$ cat src/rtl/ysyx_24100005_ifu.sv
// Instruction fetch unit: owns the PC, fetches one word per instruction from imem,
// and presents {inst, inst_pc, inst_err} to the core until the core consumes it.
module ysyx_24100005_ifu #(
  parameter logic [31:0] RESET_PC = 32'h8000_0000
) (
  input  logic        clk,
  input  logic        rst,
  output logic        imem_req_valid,
  input  logic        imem_req_ready,
  output logic [31:0] imem_req_addr,
  input  logic        imem_resp_valid,
  input  logic [31:0] imem_resp_data,
  input  logic        imem_resp_err,
  output logic        inst_valid,
  input  logic        inst_ready,
  output logic [31:0] inst,
  output logic [31:0] inst_pc,
  output logic        inst_err,
  input  logic [31:0] next_pc,
  output logic [31:0] inst_cnt,
  output logic [1:0]  dbg_state
);

  // Handshakes: a transfer happens on a rising clk edge where valid && ready are
  // both high; valid is never withdrawn and its payload never changes until then.
  // The response channel has no ready: imem_resp_valid is a one-cycle pulse.
  typedef enum logic [1:0] {
    S_REQ  = 2'd0,
    S_WAIT = 2'd1,
    S_OUT  = 2'd2
  } state_e;

  state_e      state_q;
  logic [31:0] pc_q;
  logic [31:0] pc_d;
  logic [31:0] inst_q;
  logic [31:0] inst_pc_q;
  logic        inst_err_q;
  logic [31:0] cnt_q;
  logic [31:0] cnt_d;

  // Misaligned targets from the core are silently forced to a word boundary.
  assign pc_d  = next_pc & 32'hFFFF_FFFC;
  assign cnt_d = cnt_q + 32'd1;

  always_ff @(posedge clk or negedge rst) begin
    if (!rst) begin
      state_q    <= S_REQ;
      pc_q       <= RESET_PC;
      inst_q     <= 32'h0;
      inst_pc_q  <= 32'h0;
      inst_err_q <= 1'b0;
      cnt_q      <= 32'h0;
    end else begin
      unique case (state_q)
        S_REQ: begin
          if (imem_req_ready) state_q <= S_WAIT;
        end
        S_WAIT: begin
          if (imem_resp_valid) begin
            inst_q     <= imem_resp_err ? 32'h0 : imem_resp_data;
            inst_pc_q  <= pc_q;
            inst_err_q <= imem_resp_err;
            state_q    <= S_OUT;
          end
        end
        S_OUT: begin
          if (inst_ready) begin
            pc_q    <= pc_d;
            cnt_q   <= cnt_d;
            state_q <= S_REQ;
          end
        end
        default: state_q <= S_REQ;
      endcase
    end
  end

  // The request is held off while reset is asserted even though the state reads S_REQ.
  assign imem_req_valid = (state_q == S_REQ) && rst;
  assign imem_req_addr  = pc_q;
  assign inst_valid     = (state_q == S_OUT);
  assign inst           = inst_q;
  assign inst_pc        = inst_pc_q;
  assign inst_err       = inst_err_q;
  assign inst_cnt       = cnt_q;
  assign dbg_state      = state_q;

endmodule

$ cat config.mk
export PLATFORM = sky130hd
export DESIGN_NAME = ysyx_24100005_ifu
export DESIGN_NICKNAME = d
export VERILOG_FILES = /design/src/rtl/ysyx_24100005_ifu.sv
export SDC_FILE = /design/constraint.sdc
export NUM_CORES = 1
export LEC_CHECK = 0
export CAP_MARGIN = 20
export CORE_MARGIN = 2
export CORE_UTILIZATION = 25
export DETAILED_ROUTE_END_ITERATION = 12
export GPL_TIMING_DRIVEN = 0
export PLACE_DENSITY_LB_ADDON = 0.05
export SLEW_MARGIN = 5
export SYNTH_ARGS = -nofsm -noshare
export SYNTH_HDL_FRONTEND = slang
export SYNTH_SLANG_ARGS = --single-unit
$ cat constraint.sdc
create_clock -name clk -period 3.7 [get_ports clk]
set_clock_uncertainty 0.2 [all_clocks]
set_input_delay 0.37 -clock clk [delete_from_list [all_inputs] [get_ports clk]]
set_output_delay 0.37 -clock clk [all_outputs]
set_load 0.02 [all_outputs]
==> results by group <==
Hold path
  • Worst Hold Class: flip-flop to flip-flop
  • Hold endpoint: inst_cnt[31]
  • HP Start: inst_cnt[31]
  • Worst Hold Depth: 1

GRT
  • Initial antenna violation count: 0
  • Vias in the first global route: 4,102
  • Global-route wire length before repair: 22.8 mm
  • Total gr overflow: 0
  • Total GRT Usage: 0.135
  • Largest net degree at the start of global routing: 66

STA
  • Slew @ Worst Pin: 0.627 ns
  • Final Hold Viols: 0
  • Slew margin rel.: 0.582
  • Fmax: 0.307 GHz
  • Crit path time final: 3.26 ns
  • Setup Viol. Count Final: 0
  • Fin. max-slew vios: 0
  • Setup TNS Final: 0 ns
  • Tcrit/Tclk final: 0.880
  • Unrepaired setup endpoints after global routing: no

Floorplanning
  • # rows: 52
  • Die W: 148 um
  • Die H: 148 um
  • Initial core utilization: 0.256
  • Die Area: 22,000 um2
  • Core Region: 20,300 um2
  • I/O Pins: 203

Drt
  • ANT nets after route: 0
  • DR iter-0 viols: 71
  • Final WL: 14.0 mm
  • WL per Instance: 15.4 um
  • DRT Pass-1 Iters: 4
  • Avg Vias per Cell: 4.17
  • DRC errors left: 0
  • Vias: 3,803

Clock network
  • Num CTS Buffers: 17
  • Sink Count: 127
  • CTS tree: done
  • CTS max path bufs: 2
  • H-tree lvl count: 4
  • PostCTS Resize Cnt: 0
  • Clk_lat worst skew: 0.41 ns
  • Clock-pin slew on the worst setup and hold paths: 0.05 ns
  • Root Buffer: clkbuf_16
  • Postcts setup bufs: 0

Finish
  • # diodes: 0
  • Fillcell total: 1,996
  • Area of the multi-input gates: 1900 um2
  • Fraction of layout cells with a size suffix above 1: 0.190
  • Layout Utilization: 0.404
  • Reg area: 3180 um2
  • Layout overhead on the synthesized area: 57.7%
  • Fin nets: 699

Setup path
  • Worst R2R End: dbg_state[1]
  • FF-to-FF setup slack: 1.60 ns
  • CP max FO: 65
  • Worst r2r src: dbg_state[1]
  • Critical Path AT: 2.69 ns
  • Critical Path RT: 3.13 ns
  • Worst setup SP type: primary input
  • Crit. End Element: primary output
  • Setup CP Type: primary input to primary output
  • R2r worst-path depth: 4

Outcome
  • Status: complete, no violations

Power
  • Cell Pwr Density: 793 nW/um2
  • P_leak: 3.49 nW
  • Final Power: 6.51 mW
  • Worst vdd ir: 0.333 mV

Yosys
  • Cells after synthesis: 408
  • Synth Register Bits: 127
  • Distinct cells, synth: 34
  • Yosys warning count: 0
  • Register area share after synthesis: 0.611
  • Avg Cell Area, Syn: 12.8 um2
  • Synthesized cell area: 5200 um2

Placement
  • IO Port Bufs: 196
  • Dpl hpwl: 10.1 mm
  • Final GP Congestion: 0.693

Job
  • Max-cap violations: 0
[cell families after synthesis]
group,synth area share
XOR/XNOR,0.0522
AND/OR/NAND/NOR,0.139
adder cells (fa/ha/maj),0.00240
AO/OA/AOI/OAI,0.0317
multiplexers,0.136
other,0.000721
flip-flops,0.611
buffers and inverters,0.0264
[worst max path at each step]
stage                            start        endpoint  slack, ns  depth (start not counted)
after floorplan           dbg_state[0]    inst_cnt[15]       1.88                          6
after global placement             rst    inst_cnt[23]      -3.26                          1
after detailed placement           rst  imem_req_valid       0.94                          4
after CTS                          rst  imem_req_valid       0.36                          5
after global routing               rst  imem_req_valid       0.20                          5
final                              rst  imem_req_valid       0.44                          5
[layout make-up]
type	count	share of cell area
Buffer	23	0.0145
Clock buffer	19	0.0540
Clock inverter	13	0.0258
Inverter	5	0.00229
Multi-Input combinational cell	256	0.231
Sequential cell	127	0.387
Tap cell	270	0.0412
Timing Repair Buffer	198	0.244
[routing by layer]
metal,GRT usage,part of all wire,up-vias
met5,0,0,-
met4,0.0371,0.0098,0
met3,0.0730,0.11,7
met2,0.205,0.46,128
met1,0.166,0.42,1852
li1,-,-,1816
[where the power goes]
| part | internal, mW | switching [mW] | leakage (nW) |
|---|---|---|---|
| combinational | 1.27 | 1.19 | 1.57 |
| sequential | 1.89 | 0.313 | 1.61 |
| clock | 1.22 | 0.627 | 0.306 |
[flip-flops by register name, summed over array words and instances (netlist names)]
signal / flops
inst_err: 1
dbg_state: 2
inst_pc: 30
inst_cnt: 32
inst: 32
imem_req_addr: 30
[critical path, stage by stage]
cell and delay [ns]:
dlygate4sd3_1 0.54, buf_6 0.48, buf_16 0.36, nor3b_1 0.24
clkdlybuf4s50_1 0.63
[cells in the mapped netlist]
| cell | n | share of area |
|---|---|---|
| o21ai_0 | 33 | 0.032 |
| and4_1 | 1 | 0.0017 |
| ha_1 | 1 | 0.0024 |
| and3b_1 | 1 | 0.0017 |
| nor2_1 | 10 | 0.0072 |
| buf_1 | 1 | 0.00072 |
| xnor2_1 | 20 | 0.034 |
| and4_4 | 1 | 0.0022 |
| inv_1 | 5 | 0.0036 |
| or2_1 | 1 | 0.0012 |
| nand2_1 | 43 | 0.031 |
| nand3b_1 | 1 | 0.0014 |
| nor3_1 | 1 | 0.00096 |
| and3_1 | 3 | 0.0036 |
| mux2i_1 | 1 | 0.0019 |
| nor3_4 | 2 | 0.0063 |
| nor3_2 | 4 | 0.0077 |
| buf_6 | 1 | 0.0022 |
| nand3_2 | 3 | 0.0058 |
| nand4_4 | 2 | 0.0082 |
| mux2_2 | 62 | 0.13 |
| nor4_1 | 1 | 0.0012 |
| nor3b_1 | 1 | 0.0014 |
| conb_1 | 1 | 0.00072 |
| buf_4 | 4 | 0.0058 |
| nand3_1 | 6 | 0.0058 |
| dfrtp_1 | 126 | 0.61 |
| buf_2 | 8 | 0.0077 |
| dfstp_2 | 1 | 0.0051 |
| xor2_1 | 11 | 0.019 |
| nand4_1 | 9 | 0.011 |
| clkbuf_1 | 9 | 0.0065 |
| or2_4 | 1 | 0.0017 |
| nand2b_1 | 33 | 0.040 |
[cells in the final DEF (no fill, tap or decap), drive strengths merged]
| cell | Yosys | final |
|---|---|---|
| and3 | 3 | 3 |
| nand3 | 9 | 9 |
| nand4 | 11 | 11 |
| or2 | 2 | 2 |
| buf | 14 | 16 |
| dlygate4sd3 | 0 | 1 |
| o21ai | 33 | 33 |
| dfrtp | 126 | 126 |
| and4 | 2 | 2 |
| inv | 5 | 6 |
| and3b | 1 | 1 |
| nor2 | 10 | 10 |
| clkbuf | 9 | 28 |
| conb | 1 | 4 |
| nand2b | 33 | 33 |
| clkdlybuf4s50 | 0 | 195 |
| clkinv | 0 | 3 |
| nand3b | 1 | 1 |
| bufinv | 0 | 5 |
| xor2 | 11 | 11 |
| nor4 | 1 | 1 |
| dfstp | 1 | 1 |
| nor3 | 7 | 7 |
| clkinvlp | 0 | 4 |
| ha | 1 | 1 |
| nand2 | 43 | 43 |
| mux2i | 1 | 1 |
| nor3b | 1 | 1 |
| xnor2 | 20 | 20 |
| mux2 | 62 | 62 |
[repair_timing]
item	4_1_cts	5_1_grt
hold buffers	1	0
setup endpoints to repair	0	0
endpoints found under the hold margin	62	0
[metrics by stage]
| stage | instances | hold slack (ns) | setup WS (ns) | cell area [um2] |
|---|---|---|---|---|
| final | 911 | 0.273 | 0.442 | 8210 |
| after detailed placement | 878 | 0.208 | 0.941 | 7540 |
| after CTS | 911 | 0.278 | 0.363 | 8210 |
| after global placement | 877 | 0.259 | -3.26 | 7510 |
| after global routing | 911 | 0.299 | 0.197 | 8210 |
| after floorplan | 411 | -0.126 | 1.88 | 5220 |
Note: power is estimated with default switching activity, not from simulation.
